## src/rtl/ifft8_stream.sv

```systemverilog
// Streaming 8-point radix-2 DIT inverse FFT, Q8.8 I/O, 19-bit internal datapath.
// Buffers 8 bins, runs 5 in-place compute steps, then emits 8 samples scaled by 1/8.
module ifft8_stream #(
    parameter int DATA_W  = 16,
    parameter int TW_COEF = 181
) (
    input  logic              CLK,
    input  logic              RST,
    input  logic              in_valid,
    output logic              in_ready,
    input  logic [DATA_W-1:0] in_real,
    input  logic [DATA_W-1:0] in_imag,
    output logic              out_valid,
    input  logic              out_ready,
    output logic [DATA_W-1:0] out_real,
    output logic [DATA_W-1:0] out_imag,
    output logic [2:0]        out_index,
    output logic              out_last,
    output logic              busy
);
    localparam int IW = DATA_W + 3;
    localparam int PW = IW + 10;
    localparam logic signed [9:0] TW = 10'(TW_COEF);

    typedef enum logic [2:0] {LOAD, ST1, ST2, ST3, ST4, ST5, OUT} state_t;

    state_t            state_reg, state_next;
    logic [2:0]        in_cnt_reg, in_cnt_next;
    logic [2:0]        out_idx_reg, out_idx_next, nxt_idx;
    logic [DATA_W-1:0] out_re_reg, out_re_next, out_im_reg, out_im_next;

    // One working array reused by every stage; each step overwrites it in place.
    logic signed [IW-1:0] ar_reg [8];
    logic signed [IW-1:0] ai_reg [8];
    logic signed [IW-1:0] ar_next [8];
    logic signed [IW-1:0] ai_next [8];

    logic signed [IW-1:0] g_r [8];
    logic signed [IW-1:0] g_i [8];
    logic signed [IW-1:0] h_r [8];
    logic signed [IW-1:0] h_i [8];
    logic signed [IW-1:0] x_r [8];
    logic signed [IW-1:0] x_i [8];
    logic signed [PW-1:0] prod [4];

    // Stage 1: pair bins in bit-reversed order (0,4) (2,6) (1,5) (3,7).
    for (genvar gi = 0; gi < 4; gi++) begin : g_st1
        localparam int LO = 2 * (gi % 2) + gi / 2;
        assign g_r[2*gi]   = ar_reg[LO] + ar_reg[LO+4];
        assign g_i[2*gi]   = ai_reg[LO] + ai_reg[LO+4];
        assign g_r[2*gi+1] = ar_reg[LO] - ar_reg[LO+4];
        assign g_i[2*gi+1] = ai_reg[LO] - ai_reg[LO+4];
    end

    // Stage 2: 4-point butterflies, odd leg rotated by +j.
    for (genvar gi = 0; gi < 2; gi++) begin : g_st2
        localparam int B = 4 * gi;
        assign h_r[B]   = ar_reg[B] + ar_reg[B+2];
        assign h_i[B]   = ai_reg[B] + ai_reg[B+2];
        assign h_r[B+2] = ar_reg[B] - ar_reg[B+2];
        assign h_i[B+2] = ai_reg[B] - ai_reg[B+2];
        assign h_r[B+1] = ar_reg[B+1] - ai_reg[B+3];
        assign h_i[B+1] = ai_reg[B+1] + ar_reg[B+3];
        assign h_r[B+3] = ar_reg[B+1] + ai_reg[B+3];
        assign h_i[B+3] = ai_reg[B+1] - ar_reg[B+3];
    end

    // Stage 4 twiddle products on the temporaries parked in slots 5 and 7.
    assign prod[0] = PW'(ar_reg[5]) * PW'(TW);
    assign prod[1] = PW'(ai_reg[5]) * PW'(TW);
    assign prod[2] = PW'(ar_reg[7]) * PW'(TW);
    assign prod[3] = PW'(ai_reg[7]) * PW'(TW);

    // Stage 5: final butterflies; pair (2,6) takes the +j rotation.
    for (genvar gi = 0; gi < 4; gi++) begin : g_st5
        if (gi == 2) begin : g_rot
            assign x_r[gi]   = ar_reg[gi] - ai_reg[gi+4];
            assign x_i[gi]   = ai_reg[gi] + ar_reg[gi+4];
            assign x_r[gi+4] = ar_reg[gi] + ai_reg[gi+4];
            assign x_i[gi+4] = ai_reg[gi] - ar_reg[gi+4];
        end else begin : g_plain
            assign x_r[gi]   = ar_reg[gi] + ar_reg[gi+4];
            assign x_i[gi]   = ai_reg[gi] + ai_reg[gi+4];
            assign x_r[gi+4] = ar_reg[gi] - ar_reg[gi+4];
            assign x_i[gi+4] = ai_reg[gi] - ai_reg[gi+4];
        end
    end

    assign nxt_idx = out_idx_reg + 3'd1;

    always_comb begin
        state_next   = state_reg;
        in_cnt_next  = in_cnt_reg;
        out_idx_next = out_idx_reg;
        out_re_next  = out_re_reg;
        out_im_next  = out_im_reg;
        ar_next      = ar_reg;
        ai_next      = ai_reg;
        case (state_reg)
            LOAD: begin
                if (in_valid) begin
                    ar_next[in_cnt_reg] = IW'($signed(in_real));
                    ai_next[in_cnt_reg] = IW'($signed(in_imag));
                    in_cnt_next = in_cnt_reg + 3'd1;
                    if (in_cnt_reg == 3'd7) state_next = ST1;
                end
            end
            ST1: begin
                ar_next    = g_r;
                ai_next    = g_i;
                state_next = ST2;
            end
            ST2: begin
                ar_next    = h_r;
                ai_next    = h_i;
                state_next = ST3;
            end
            ST3: begin
                ar_next[5] = ar_reg[5] - ai_reg[5];
                ai_next[5] = ar_reg[5] + ai_reg[5];
                ar_next[7] = -ar_reg[7] - ai_reg[7];
                ai_next[7] = ar_reg[7] - ai_reg[7];
                state_next = ST4;
            end
            ST4: begin
                ar_next[5] = IW'(prod[0] >>> 8);
                ai_next[5] = IW'(prod[1] >>> 8);
                ar_next[7] = IW'(prod[2] >>> 8);
                ai_next[7] = IW'(prod[3] >>> 8);
                state_next = ST5;
            end
            ST5: begin
                for (int k = 0; k < 8; k++) begin
                    ar_next[k] = x_r[k] >>> 3;
                    ai_next[k] = x_i[k] >>> 3;
                end
                out_re_next = DATA_W'(x_r[0] >>> 3);
                out_im_next = DATA_W'(x_i[0] >>> 3);
                state_next  = OUT;
            end
            OUT: begin
                if (out_ready) begin
                    out_idx_next = nxt_idx;
                    out_re_next  = ar_reg[nxt_idx][DATA_W-1:0];
                    out_im_next  = ai_reg[nxt_idx][DATA_W-1:0];
                    if (out_idx_reg == 3'd7) state_next = LOAD;
                end
            end
            default: state_next = LOAD;
        endcase
    end

    always_ff @(posedge CLK or posedge RST) begin
        if (RST) begin
            state_reg   <= LOAD;
            in_cnt_reg  <= 3'd0;
            out_idx_reg <= 3'd0;
            out_re_reg  <= '0;
            out_im_reg  <= '0;
        end else begin
            state_reg   <= state_next;
            in_cnt_reg  <= in_cnt_next;
            out_idx_reg <= out_idx_next;
            out_re_reg  <= out_re_next;
            out_im_reg  <= out_im_next;
        end
    end

    // Working array holds no reset so it maps onto plain fabric registers.
    always_ff @(posedge CLK) begin
        ar_reg <= ar_next;
        ai_reg <= ai_next;
    end

    assign in_ready  = (state_reg == LOAD);
    assign busy      = (state_reg != LOAD);
    assign out_valid = (state_reg == OUT);
    assign out_last  = out_valid && (out_idx_reg == 3'd7);
    assign out_index = out_idx_reg;
    assign out_real  = out_re_reg;
    assign out_imag  = out_im_reg;

endmodule

```

## config.mk

```make
export PLATFORM = sky130hd
export DESIGN_NAME = ifft8_stream
export DESIGN_NICKNAME = d
export VERILOG_FILES = /design/src/rtl/ifft8_stream.sv
export SDC_FILE = /design/constraint.sdc
export NUM_CORES = 2
export LEC_CHECK = 0
export BUFFER_PORTS_ARGS = -buffer_cell sky130_fd_sc_hd__buf_2
export CAP_MARGIN = 15
export CORE_ASPECT_RATIO = 0.5
export CORE_MARGIN = 4
export CORE_UTILIZATION = 40
export DETAILED_ROUTE_END_ITERATION = 10
export GPL_ROUTABILITY_DRIVEN = 0
export PLACE_DENSITY = 0.52
export SLEW_MARGIN = 40
export SYNTH_ARGS = -nofsm -noshare
export SYNTH_HDL_FRONTEND = slang
export SYNTH_SLANG_ARGS = --single-unit
```

## constraint.sdc

```tcl
create_clock -name CLK -period 8.8 [get_ports CLK]
set_input_delay 1.32 -clock CLK [delete_from_list [all_inputs] [get_ports CLK]]
set_output_delay 1.32 -clock CLK [all_outputs]
set_load 0.005 [all_outputs]
```

==> results_dict.tcl <==
set metrics [dict create \
    status "finished clean" \
    seq_area_frac_synth 0.161 \
    fin_crit_ps 5680 \
    routedWlPerCell_um 30.8 \
    rows 102 \
    finalCritPeriodShare 0.645 \
    final-hold-violation-count 0 \
    relSlewSlack 0.290 \
    drt_wl_total_mm 294 \
    max_freq_mhz 176 \
    ys_seq_elements 345 \
    grt_first_pass_wirelength_mm 409 \
    worstHoldPathType "reg -> reg" \
    setup_tns_ps 0 \
    rr_worst_depth 18 \
    cts.sinks 345 \
    numCtsBuffers 47 \
    synth.distinct_cells 103 \
    synth-warning-count 0 \
    nFillCells 16000 \
    die_y_um 288 \
    grt_pass1_vias 57400 \
    synth_common_cells "1023 x inv_1, 1018 x ha_1, 582 x a21oi_1" \
    ant_nets 0 \
    grt-ovfl-total 0 \
    die_w_um 569 \
    drive_gt1_frac 0.0632 \
    synth_ff_type "edfxtp_1" \
    ctsHtreeMaxLevel 2 \
    cts-root-buf "clkbuf_16" \
    grt_max_degree 117 \
    cts-hold-fix-buffers 0 \
    syn_to_final_growth_pct 7.01 \
    syn-mean-instance-area_um2 8.29 \
    synth_top_area_frac 0.203 \
    path_class "reg -> reg" \
    path_clk_slew_ps 60 \
    drv_cap 0 \
    synth_edf_count 304 \
    hp-start "out_real[10]" \
    arrival_ps 6080 \
    highest_layer "met5" \
    port_buffers 74 \
    grt_usage 0.346 \
    cp.required_ps 9200 \
    synthArstFlopShare 0.119 \
    rsz0062_at_grt "false" \
    synthTopCellsByArea "ha_1 20%, edfxtp_1 15%, fa_1 7.4%" \
    tritoncts "done" \
    wl_met1_mm 121 \
    cp_max_fo 10 \
    vias 60500 \
    dieArea_mm2 0.164 \
    initial_utilization 0.405 \
    synth_area_leader_cell "ha_1" \
    wl_met3_mm 44.7 \
    cts.repair.resized 0 \
    end_kind "flip-flop" \
    syn_area_mm2 0.0629 \
    syn-num-nets 8872 \
    clock_path_buffers 3 \
    io_pins 75 \
    netlist_instances 7585 \
    clk_latency_ps 690 \
    wl_met2_mm 118 \
    antenna_found_initial 32 \
    holdPathStages 2 \
    post_cts_buffers 0 \
    via_per_inst 6.34 \
    firstDrtPassIters 10 \
    drt-initial-drc-count 8375 \
    slew_viol_final 0 \
    worst_pin_slew_ps 1060 \
    setup_viol 0 \
    drcViolationCount 0 \
    fp.coreArea_mm2 0.155 \
    dp_hpwl_mm 233 \
    cp-start-kind "flip-flop" \
    yosysMostFrequentCell "inv_1" \
    nets 8701 \
    fin_worst_skew_ps 40.1 \
]
## layer usage
layer / up-vias / track usage
met5: - / 0.00919
met3: 495 / 0.132
li1: 26600 / -
met2: 3519 / 0.503
met1: 29900 / 0.474
met4: 16 / 0.0971
## layout make-up
cell class	instances	area (um^2)	share of cell area
repair buffers	160	1100	0.0164
diodes	8	20.0	0.000297
multi-input cells	5834	48000	0.713
inverters	1026	3850	0.0572
well taps	2080	2600	0.0387
flip-flops and latches	345	10200	0.151
clock inverters	24	294	0.00437
clock buffers	62	1290	0.0192
## final timing paths
path | slack, ps | endpoint
hold / removal | 460 | out_real[10]
max in group asynchronous | 7380 | out_index[0]
setup / recovery | 3120 | flip-flop
hold reg to reg | 460 | out_real[10]
min in group asynchronous | 840 | out_real[8]
setup reg to reg | 3120 | flip-flop
## per-stage QoR
stage / hold slack [ps] / worst slack (ps) / util / instances / cell area, um^2
floorplan: 463 / 3820 / - / 7585 / 62900
global placement: 448 / 3130 / 0.420 / 9441 / 65300
detailed placement: 452 / 3130 / 0.421 / 9442 / 65500
CTS: 464 / 3100 / 0.432 / 9528 / 67100
global route: 481 / 2740 / 0.433 / 9534 / 67300
finish: 463 / 3120 / 0.433 / 9539 / 67300
## worst max-delay path, stage by stage (launching register included)
cell and delay (ps):
edfxtp_1 650, ha_1 390, inv_1 50, fa_1 490, inv_1 50, fa_1 520, inv_1 50, fa_1 470
inv_1 40, ha_1 320, a211oi_1 210, nand2_1 120, o311ai_1 500, a21oi_1 200, o31ai_1 450, a21oi_1 200
o211ai_1 190, nand2_1 100, a2111o_1 410
## placed cells by master, fill, tap and decap left out, types with 64 or more instances in the layout
cell type	count
ha_1	1016
nor3_1	148
a21oi_1	579
mux4_2	64
a211oi_1	69
a21o_1	106
nand2_1	419
a22oi_1	78
o21bai_1	103
nor2b_1	99
o21ai_0	434
buf_4	78
nand2b_1	99
fa_1	233
o221ai_1	74
inv_1	1021
buf_2	75
edfxtp_1	304
xnor2_1	425
o21a_1	64
nor2_1	537
a221oi_1	67
nand3_1	85
xor2_1	178
## logic make-up (layout without fill, tap and decap cells)
kind of cell | count (synthesis) | count (layout) | synth area share
xor gates and xnor gates | 644 | 644 | 0.0897
and+or+nand+nor | 1627 | 1627 | 0.121
other | 0 | 8 | 0
AOI/OAI and AO/OA | 2161 | 2161 | 0.229
DFF | 345 | 345 | 0.161
buffers and inverters | 1406 | 1272 | 0.0847
adders and majority gates | 1251 | 1251 | 0.277
muxes | 151 | 151 | 0.0373
Power is not shown: default switching activity piles up to over one toggle a cycle in this logic, so the estimate is an artifact.
